File: config.mk
export PLATFORM = sky130hd
export DESIGN_NAME = multicycle_sequencer
export DESIGN_NICKNAME = d
export VERILOG_FILES = /design/src/rtl/multicycle_sequencer.sv
export SDC_FILE = /design/constraint.sdc
export NUM_CORES = 1
export LEC_CHECK = 0
export ABC_AREA = 1
export CORE_ASPECT_RATIO = 0.7
export CORE_MARGIN = 4
export CORE_UTILIZATION = 28
export CTS_BUF_LIST = sky130_fd_sc_hd__clkbuf_4
export DETAILED_ROUTE_END_ITERATION = 7
export MAX_ROUTING_LAYER = met4
export PLACE_DENSITY = 0.82
export SYNTH_ARGS = -nofsm -noshare
export SYNTH_HDL_FRONTEND = slang
export SYNTH_SLANG_ARGS = --single-unit
File: constraint.sdc
create_clock -name clk -period 1 [get_ports clk]
set_input_delay 0.15 -clock clk [delete_from_list [all_inputs] [get_ports clk]]
set_output_delay 0.15 -clock clk [all_outputs]
set_load 0.05 [all_outputs]
File: src/rtl/multicycle_sequencer.sv
// Multicycle control sequencer: FETCH -> DECODE -> EXEC -> [MEM] -> [WB] -> FETCH.
// Optional performance counters are built only when SEQ_PERF_CNT_EN is defined.
module multicycle_sequencer (
    input  logic        clk,
    input  logic        rst_n,
    input  logic [5:0]  opcode,
    input  logic        alu_zero,
    input  logic        mem_ready,
    output logic        mem_req,
    output logic        mem_we,
    output logic        iord,
    output logic        ir_write,
    output logic        pc_write,
    output logic [1:0]  pc_src,
    output logic        reg_write,
    output logic [2:0]  state,
    output logic        illegal,
    output logic [31:0] cycle_cnt,
    output logic [31:0] instr_cnt
);

    localparam logic [5:0] OP_RTYPE = 6'b000000;
    localparam logic [5:0] OP_BEQ   = 6'b000100;
    localparam logic [5:0] OP_BNE   = 6'b000101;
    localparam logic [5:0] OP_LW    = 6'b100011;
    localparam logic [5:0] OP_SW    = 6'b101011;
    localparam logic [5:0] OP_ORI   = 6'b001101;
    localparam logic [5:0] OP_LUI   = 6'b001111;
    localparam logic [5:0] OP_J     = 6'b000010;
    localparam logic [5:0] OP_JAL   = 6'b000011;
    localparam logic [5:0] OP_JR    = 6'b001000;

    typedef enum logic [2:0] {
        S_FETCH  = 3'd0,
        S_DECODE = 3'd1,
        S_EXEC   = 3'd2,
        S_MEM    = 3'd3,
        S_WB     = 3'd4
    } state_e;

    function automatic logic op_is_legal(input logic [5:0] op);
        logic legal;
        case (op)
            OP_RTYPE, OP_BEQ, OP_BNE, OP_LW, OP_SW,
            OP_ORI, OP_LUI, OP_J, OP_JAL, OP_JR: legal = 1'b1;
            default:                             legal = 1'b0;
        endcase
        return legal;
    endfunction

    state_e      state_q;
    state_e      state_d;
    logic        mem_req_s;
    logic        mem_we_s;
    logic        iord_s;
    logic        ir_write_s;
    logic        pc_write_s;
    logic [1:0]  pc_src_s;
    logic        reg_write_s;
    logic        illegal_s;

    // State register
    always_ff @(posedge clk or negedge rst_n) begin
        if (!rst_n) begin
            state_q <= S_FETCH;
        end else begin
            state_q <= state_d;
        end
    end

    // Next-state and control decode
    always_comb begin
        state_d     = state_q;
        mem_req_s   = 1'b0;
        mem_we_s    = 1'b0;
        iord_s      = 1'b0;
        ir_write_s  = 1'b0;
        pc_write_s  = 1'b0;
        pc_src_s    = 2'd0;
        reg_write_s = 1'b0;
        illegal_s   = 1'b0;
        case (state_q)
            S_FETCH: begin
                mem_req_s = 1'b1;
                if (mem_ready) begin
                    ir_write_s = 1'b1;
                    pc_write_s = 1'b1;
                    state_d    = S_DECODE;
                end else begin
                    state_d    = S_FETCH;
                end
            end
            S_DECODE: begin
                if (op_is_legal(opcode)) begin
                    state_d   = S_EXEC;
                end else begin
                    illegal_s = 1'b1;
                    state_d   = S_FETCH;
                end
            end
            S_EXEC: begin
                state_d = S_FETCH;
                case (opcode)
                    OP_RTYPE, OP_ORI, OP_LUI: state_d = S_WB;
                    OP_LW, OP_SW:             state_d = S_MEM;
                    OP_BEQ: begin
                        if (alu_zero) begin
                            pc_write_s = 1'b1;
                            pc_src_s   = 2'd1;
                        end else begin
                            pc_write_s = 1'b0;
                        end
                    end
                    OP_BNE: begin
                        if (!alu_zero) begin
                            pc_write_s = 1'b1;
                            pc_src_s   = 2'd1;
                        end else begin
                            pc_write_s = 1'b0;
                        end
                    end
                    OP_J: begin
                        pc_write_s = 1'b1;
                        pc_src_s   = 2'd2;
                    end
                    OP_JAL: begin
                        pc_write_s  = 1'b1;
                        pc_src_s    = 2'd2;
                        reg_write_s = 1'b1;
                    end
                    OP_JR: begin
                        pc_write_s = 1'b1;
                        pc_src_s   = 2'd3;
                    end
                    default: state_d = S_FETCH;
                endcase
            end
            S_MEM: begin
                mem_req_s = 1'b1;
                iord_s    = 1'b1;
                mem_we_s  = (opcode == OP_SW);
                if (mem_ready) begin
                    state_d = (opcode == OP_LW) ? S_WB : S_FETCH;
                end else begin
                    state_d = S_MEM;
                end
            end
            S_WB: begin
                reg_write_s = 1'b1;
                state_d     = S_FETCH;
            end
            default: state_d = S_FETCH;
        endcase
    end

    // Outputs are Mealy decodes; rst_n gates them so reset silences the bus even mid-access.
    assign mem_req   = rst_n & mem_req_s;
    assign mem_we    = rst_n & mem_we_s;
    assign iord      = rst_n & iord_s;
    assign ir_write  = rst_n & ir_write_s;
    assign pc_write  = rst_n & pc_write_s;
    assign pc_src    = {2{rst_n}} & pc_src_s;
    assign reg_write = rst_n & reg_write_s;
    assign illegal   = rst_n & illegal_s;
    assign state     = state_q;

`ifdef SEQ_PERF_CNT_EN
    logic [31:0] cycle_cnt_q;
    logic [31:0] instr_cnt_q;
    logic        instr_done_s;

    assign instr_done_s = ((state_q == S_EXEC) || (state_q == S_MEM) || (state_q == S_WB))
                          && (state_d == S_FETCH);

    // Free-running cycle counter and retired-instruction counter
    always_ff @(posedge clk or negedge rst_n) begin
        if (!rst_n) begin
            cycle_cnt_q <= 32'd0;
            instr_cnt_q <= 32'd0;
        end else begin
            cycle_cnt_q <= cycle_cnt_q + 32'd1;
            if (instr_done_s) begin
                instr_cnt_q <= instr_cnt_q + 32'd1;
            end else begin
                instr_cnt_q <= instr_cnt_q;
            end
        end
    end

    assign cycle_cnt = cycle_cnt_q;
    assign instr_cnt = instr_cnt_q;
`else
    assign cycle_cnt = 32'd0;
    assign instr_cnt = 32'd0;
`endif

endmodule

# Word-level counts from Yosys, hierarchy flattened
# Index checks and enable logic that the tools add are counted.
# classes
n_shift,0
multipliers,0
n_div,0
bitwise,8
n_reduce_logical,8
magnitude_cmp,0
add_sub_neg,0
eq_ne,13
n_mux,25
# ops
cell,count
$eq 6x4->1 const B,3
$mux 1,15
$eq 6x2->1 const B,2
$eq 6x3->1 const B,2
$eq 6x6->1 const B,2
$pmux 3 s4,1
$reduce_or 10->1,1
$pmux 2 s4,1
$and 1x1->1,7
$eq 3x2->1 const B,2
$logic_not 6->1,1
$mux 3,2
$pmux 3 s2,1
$reduce_or 2->1,3
$reduce_or 3->1,2
$mux 2,2
$pmux 1 s2,2
$eq 3x1->1 const B,1
$eq 3x3->1 const B,1
$logic_not 3->1,1
$pmux 1 s3,1
$and 2x2->2,1
# word_totals
latchBits,0
ff_bits,3
ram_bits,0
n_memories,0
out_inout_bits,76
romBits,0

# Depth between registers and ports, before layout
# logic_depth
ltp_word,7
ltp_mapped,8
depth_no_buf,8

# Least setup slack after synthesis
# Ideal clock, no wire load.
# synth_timing
path_kind,reg2out
startpoint,"reg state_q[0], in the netlist state[0]"
endpoint,out mem_we
arrival_time_ps,2557
slack_ps,-1707
n_path_buf,0
path_stages_with_launch,5
path_cell_list,dfrtp_1 -> inv_1 -> nor3_2 -> nand2_1 -> nor4_1
# synth_via
elab_chain_len,3
# synth_rtl
item,line,text
start: declaration,51,state_e state_q;
start signal: assignment,67,state_q <= state_d;
$eq 3x2->1,82,case (state_q)
$mux 1,82,
$and 1x1->1,158,assign mem_we = rst_n & mem_we_s;
end: declaration,10,"output logic mem_we,"
# Every way passes these cells.

# Worst setup path after layout
# layout_timing
startpoint,"reg state_q[1], in the netlist state[1]"
endpoint,out pc_src[0]
# layout_via
elab_chain_len,3
# layout_rtl
item,line,text
$eq 3x2->1,82,
$mux 2,82,
$and 2x2->2,162,assign pc_src = {2{rst_n}} & pc_src_s;
end: declaration,14,"output logic [1:0] pc_src,"
# Every way passes these cells.

==> flow_summary.toml <==
[status]
outcome = "finished with violations"
violations = "setup timing"

[detailed_routing]
ant_nets = 0
detail_route.iter0.violations = 20
dr.pass1.iters = 4
avgViaCountPerCell = 3.69
wl_per_cell_um = 10.8
wl_um = 2330
drc_errors = 0
vias = 793

[clocking]
cts_sinks = 3
clockBufferDepth = 2
clk_latency_ns = 0.24
clk_pin_slew_worst_paths_ns = 0.04
cts-root-buf = "clkbuf_4"
h-tree-depth = 1
cts_tree = "done"
cts_buffers = 3
postCtsHoldBufs = 0

[floorplan]
ios = 86
core_mm2 = 0.00288
fp.dieArea_mm2 = 0.00408
row_count = 16
dieWidth_um = 74.7
die_h_um = 54.7
initial_core_util = 0.302

[placement]
pre_cts_ws_ns = -0.744
io_buffers = 21
hpwl_um = 1840
place.gp.congestion = 0.764
placedInstanceArea_mm2 = 0.00124
dpl.cell_count = 203

[setup_path]
worstPathArrival_ns = 1.48
critPathLaunchType = "register"
path_max_fanout = 3
required_ns = 0.85
worstSetupPathType = "register to output pin"
cp-end-kind = "output pin"
ff2ff_path_depth = 10

[yosys]
ys_types = 23
yosysSeqAreaShare = 0.0862
syn-cell-area_um2 = 871
yosys_warnings = 0
synth.avg_cell_area_um2 = 6.91
syn_inst = 126
synth_area_leaders = "buf_4 55%, dfrtp_1 8.6%, nand2_1 6.5%"
synth.largest_area_cell = "buf_4"
synth-seq-cells = 3
yosysTopAreaCellShare = 0.552

[timing]
finalClockSkew_ns = 0.000157
setup_violations = 15
period_minus_slack_ns = 1.63
report.final.slew_viol_count = 0
hold_viol_final = 0
max_freq_mhz = 612
hold_ws_ns = 0.101
post-route-period-util = 1.63
rsz0062_at_grt = "yes"
layout_setup_ws_ns = -0.634

[grt]
grt_pass1_wl_um = 3310
grt_max_degree = 7
grt_pass1_vias = 729
grt_usage = 0.114
grtUsageMet1 = 0.114
grt-busiest-layer = "met2"
antenna_found_initial = 0
grtUsageMet3 = 0.0294
overflow = 0
grt_use_met2 = 0.217

[cells_and_area]
drive_above_1_share = 0.475
postLayoutCellArea_mm2 = 0.00144
largest_reg_flops = 3
synthToLayoutAreaGrowth_pct = 65.2
mostFrequentLayoutCells = "64 x conb_1, 20 x buf_4, 12 x buf_12"
layout_commonest_cell = "conb_1"
instances_no_fill = 215
multi_input_area_um2 = 679
antenna_cells = 0
n_fill_cell = 277
seqCellArea_um2 = 78.8
fin_nets = 190

[pwr]
ir_drop_uv = 379
leakage_nw = 0.724
power.density_mw_per_mm2 = 995
total_power_w = 0.00143

[min_path]
min_path_type = "input port to async pin"

[job]
cap_violations = 0
[cell type report]
class                      instances  share of cell area
inverter                           8              0.0226
multi-input combinational        114               0.472
tap                               36              0.0313
clock buffer                       4              0.0209
timing repair buffer              50               0.398
sequential                         3              0.0548
[stage by stage]
step / TNS (ns) / utilization
after floorplan: -4.58 / -
after global placement: -6.20 / 0.430
after detailed placement: -6.52 / 0.430
after CTS: -6.54 / 0.493
after global routing: -7.61 / 0.499
final: -6.82 / 0.499
[metal layers]
metal  vias to the layer above  routed length, um
met3                         5                212
li1                        373                  -
met1                       366                704
met5                         -                  0
met4                         0                 35
met2                        49               1380
[critical path, stage by stage, from the launching register on]
cell and delay, ns:
dfrtp_2 0.40, inv_4 0.06, nor3_4 0.26, nand2_4 0.12, a211oi_4 0.23, buf_12 0.17
[cells in the mapped netlist (all sizes together)]
cell type	instances
o21a	1
nand3	4
xor2	1
buf	64
nor3	5
a21oi	3
o21ai	2
conb	1
nor2	12
nand3b	1
dfrtp	3
inv	8
nand2	17
nand4	2
nor4	1
a211oi	1
[cell families (layout without fill, tap and decap cells)]
group / Yosys count / in the layout / share of synthesized area
buffers and inverters: 72 / 62 / 0.586
and+or+nand+nor: 42 / 42 / 0.257
AOI/OAI and AO/OA: 7 / 7 / 0.0560
DFF: 3 / 3 / 0.0862
other: 1 / 64 / 0.00431
xor gates and xnor gates: 1 / 1 / 0.0101
[final timing paths]
| path | start | end | slack, ns |
|---|---|---|---|
| max | state[1] | pc_src[0] | -0.63 |
| max reg2reg | state[0] | state[1] | -0.56 |
| min reg2reg | state[2] | state[2] | 0.71 |
| min | rst_n | state[1] | 0.10 |
| min in group clk | opcode[3] | state[2] | 0.52 |
| max in group asynchronous | rst_n | state[2] | 0.77 |
[what timing repair did]
action,in CTS,in global routing
buffers inserted,8,2
gates resized for setup,33,6
endpoints found under the setup margin,15,15
hold endpoints to repair,0,0
pin swaps,10,0
gates cloned,0,0
[power breakdown]
group / internal [W] / switching [W]
logic: 0.000261 / 0.000774
registers: 0.000130 / 0.0000149
clock network: 0.000177 / 0.0000737
Power figures use the tool's default switching activity.
